`src/rtl/im_fetch_arbiter.sv`:
```
// rtl/im_fetch_arbiter.sv - two-requester round-robin arbiter for a 1-cycle synchronous-read instruction memory
// Responses are tagged with the owner id and delivered as a registered rvalid pulse; flush drops in-flight entries.
module im_fetch_arbiter #(
  parameter int DW = 36,
  parameter int AW = 32
) (
  input  logic          clk,
  input  logic          rst,
  input  logic          req0,
  input  logic [AW-1:0] adr0,
  input  logic          flush0,
  output logic          gnt0,
  output logic [DW-1:0] rdata0,
  output logic          rvalid0,
  input  logic          req1,
  input  logic [AW-1:0] adr1,
  input  logic          flush1,
  output logic          gnt1,
  output logic [DW-1:0] rdata1,
  output logic          rvalid1,
  output logic [AW-1:0] pmadr,
  input  logic [DW-1:0] pmout
);

  logic          r_lp;
  logic          r_s1_v;
  logic          r_s1_id;
  logic          r_rvalid0;
  logic          r_rvalid1;
  logic [DW-1:0] r_rdata0;
  logic [DW-1:0] r_rdata1;

  logic          w_m0;
  logic          w_m1;
  logic          w_gnt0;
  logic          w_gnt1;
  logic          w_dlv0;
  logic          w_dlv1;

  // A flushing requester is masked so it never sees a grant in its flush cycle.
  assign w_m0   = req0 & ~flush0;
  assign w_m1   = req1 & ~flush1;
  assign w_gnt0 = ~rst & w_m0 & (~w_m1 | r_lp);
  assign w_gnt1 = ~rst & w_m1 & (~w_m0 | ~r_lp);

  assign gnt0   = w_gnt0;
  assign gnt1   = w_gnt1;
  assign pmadr  = w_gnt0 ? adr0 : (w_gnt1 ? adr1 : '0);

  // Flush of the owner on the delivery edge wins over the load.
  assign w_dlv0 = r_s1_v & ~r_s1_id & ~flush0;
  assign w_dlv1 = r_s1_v &  r_s1_id & ~flush1;

  always_ff @(posedge clk or posedge rst) begin
    if (rst) begin
      r_lp      <= 1'b1;
      r_s1_v    <= 1'b0;
      r_s1_id   <= 1'b0;
      r_rvalid0 <= 1'b0;
      r_rvalid1 <= 1'b0;
      r_rdata0  <= '0;
      r_rdata1  <= '0;
    end else begin
      if (w_gnt0) begin
        r_lp <= 1'b0;
      end else if (w_gnt1) begin
        r_lp <= 1'b1;
      end
      r_s1_v    <= w_gnt0 | w_gnt1;
      r_s1_id   <= w_gnt1;
      r_rvalid0 <= w_dlv0;
      r_rvalid1 <= w_dlv1;
      if (w_dlv0) begin
        r_rdata0 <= pmout;
      end
      if (w_dlv1) begin
        r_rdata1 <= pmout;
      end
    end
  end

  assign rvalid0 = r_rvalid0;
  assign rvalid1 = r_rvalid1;
  assign rdata0  = r_rdata0;
  assign rdata1  = r_rdata1;

endmodule

```
`config.mk`:
```
export PLATFORM = sky130hd
export DESIGN_NAME = im_fetch_arbiter
export DESIGN_NICKNAME = d
export VERILOG_FILES = /design/src/rtl/im_fetch_arbiter.sv
export SDC_FILE = /design/constraint.sdc
export NUM_CORES = 1
export LEC_CHECK = 0
export CORE_MARGIN = 8
export CORE_UTILIZATION = 39
export DETAILED_ROUTE_END_ITERATION = 12
export PLACE_DENSITY = 0.86
export SETUP_SLACK_MARGIN = 0.1
export SYNTH_ARGS = -nofsm -noshare
export SYNTH_HDL_FRONTEND = slang
export SYNTH_SLANG_ARGS = --single-unit
```
`constraint.sdc`:
```
create_clock -name clk -period 8.5 [get_ports clk]
set_input_delay 2.125 -clock clk [delete_from_list [all_inputs] [get_ports clk]]
set_output_delay 2.125 -clock clk [all_outputs]
set_load 0.005 [all_outputs]
```
==> metrics <==
DP HPWL=8.332 mm; Final min period=6.273 ns; CP required=6.38 ns; starting density of the core=39.84%; fin. max-slew vios=0; postcts setup bufs=0; Seq/Total Area, Yosys=59.50%; synth cell count leaders=dfrtp_1 (76), mux2_2 (72), a22o_1 (27); Synth area leaders=dfrtp_1 (59%), mux2_2 (25%), a22o_1 (7.3%); startpoint types=input pin; Syn. warnings=0; vias in the first global route=2975; Synth area leader=dfrtp_1; Design Power=1.084 mW; post-synth top area share=58.69%; CP peak stage delay=0.59 ns; CP max-delay cell=o2111a_2; clk_skew=0.009521 ns; first-pass GRT wire length=16.02 mm; Hold WC Path Type=reg2reg; RSZ-0062 raised after global routing=false; most frequent cell on the critical path=clkdlybuf4s50_1; Mapped Area=0.003241 mm2; via count=2628; Hold Violations, Final=0; Leak=2.366 nW; Worst-Skew Late Latency=0.33 ns; ant diodes=0; I/O pins=214; clock sink count=77; H-tree lvl count=3; Total Wirelength=10.47 mm; Achievable Freq=0.1594 GHz; Final Cycle Share=73.80%; syn nets=313; Post-synth ARST share=100.0%; Netlist cell types=18; Crit Path Max Fanout=33; GR Util All Layers=17.91%; Remaining DRCs=0; max-slew headroom at the worst pin=38.24%; Multi-input gate area=0.001194 mm2; Reg clk slew, reported paths=0.07 ns; ANT nets after route=0; Final GP Congestion=0.7455; critical path capture point type=primary output; final core utilization=69.05%; largest net degree at the start of global routing=78; DRT Pass-1 Iters=4; Peak VDD IR=0.07811 mV; drt wl/cell=19.71 um; die width=107.2 um; Layout area overhead=73.32%; nets@finish=527; WHS=0.5094 ns; outcome=completed; Post-Syn Instances=207; Site Rows=33; Num CTS Buffers=9; crit path kind=in2out; Avg Cell Area, Syn=15.66 um2; Die ar.=0.01148 mm2; worst slew pin tran=0.9264 ns; # setup viols final=0; Yosys reg bits=77; worst-path cell chain=clkdlybuf4s50_1, nand2b_4, o2111a_2, a22o_1, clkdlybuf4s50_1; Post-CTS Hold Fix Bufs=0; layout cells sized above 1=24.18%; Post-synth EDFFs=0; cts repair resizes=0; total overflow reported by the global router=0; TritonCTS clock tree=built; Reg area=0.001928 mm2; # Max-Cap Violations=0; setup TNS=0 ns; top-count cell post-synth=dfrtp_1; core area=0.008134 mm2; fill count=599; clk root buf=clkbuf_8; Power Dens Cells=193.1 mW/mm2; CP arrival=4.15 ns; initial antenna violation count=0; Port Buf Inserts=213; DR vias/cell=4.949; initial drt markers=73; Longest Clk Path Bufs=2; ys flop type=dfrtp_1; chip height=107.2 um
-- stage by stage --
step | cell area (um2) | setup WS (ns) | instances
2_1_floorplan | 3241 | 1.758 | 207
3_3_place_gp | 5426 | 2.262 | 515
3_5_place_dp | 5426 | 2.200 | 515
4_1_cts | 5617 | 2.198 | 531
5_1_grt | 5617 | 2.142 | 531
6_report | 5617 | 2.227 | 531
-- layer usage --
metal / up-vias / wire [um] / track usage, %
li1: 1193 / - / -
met1: 1290 / 3500 / 17.26
met2: 134 / 5736 / 33.27
met3: 11 / 1102 / 7.678
met4: 0 / 129 / 5.829
met5: - / 0 / 0
-- worst max-delay path, delay by kind of cell --
family / cells / cell delay (ns)
AO/OA/AOI/OAI: 2 / 0.84
buffers and inverters: 2 / 1.02
AND/OR/NAND/NOR: 1 / 0.16
-- sequential cells by signal, summed over array words and instances (netlist names) --
register  cells
rvalid1       1
r_s1_v        1
rdata1       36
r_s1_id       1
r_lp          1
rvalid0       1
rdata0       36
-- where the power goes --
group	internal [mW]	switching [mW]	total (mW)
clock	0.134	0.129	0.263
sequential	0.443	0.0410	0.484
combinational	0.241	0.0971	0.338
-- final timing paths --
path | from | endpoint | slack, ns | depth (start not counted)
max | flush1 | pmadr[31] | 2.23 | 5
min | rdata0[25] | rdata0[25] | 0.51 | 1
max reg2reg | r_s1_id | rdata0[16] | 6.94 | 3
min reg2reg | rdata0[25] | rdata0[25] | 0.51 | 1
max in group asynchronous | rst | rdata1[20] | 5.34 | 3
min in group asynchronous | rst | rdata0[34] | 2.56 | 3
-- cell usage in the layout (no fill, tap or decap) --
cell type,netlist,routed
a21oi_1,1,1
a22o_1,27,27
a22o_2,5,5
a311oi_4,1,1
buf_4,7,4
bufinv_16,0,1
clkbuf_8,0,9
clkdlybuf4s50_1,0,213
clkinv_2,0,4
clkinv_4,0,1
clkinvlp_4,0,1
dfrtp_1,76,76
dfstp_2,1,1
inv_1,3,2
inv_2,0,1
mux2_2,72,72
nand2b_1,1,1
nand2b_4,1,1
nand3b_1,1,1
nor3b_2,0,1
o2111a_2,1,1
o21ai_0,1,1
o31ai_1,1,1
-- cell type report --
type,count,area share [%]
Clock inverter,7,1.181
Timing Repair Buffer,217,38.49
Inverter,3,0.2005
Tap cell,105,2.339
Clock buffer,9,2.205
Multi-Input combinational cell,113,21.25
Sequential cell,77,34.33
-- kinds of logic after synthesis --
| logic type | after synthesis | share of synthesized area, % |
|---|---|---|
| flip-flops | 77 | 59.50 |
| multiplexers | 72 | 25.02 |
| AO/OA/AOI/OAI | 37 | 10.58 |
| buffers and inverters | 17 | 3.822 |
| AND/OR/NAND/NOR | 4 | 1.081 |
Power figures use the tool's default switching activity.
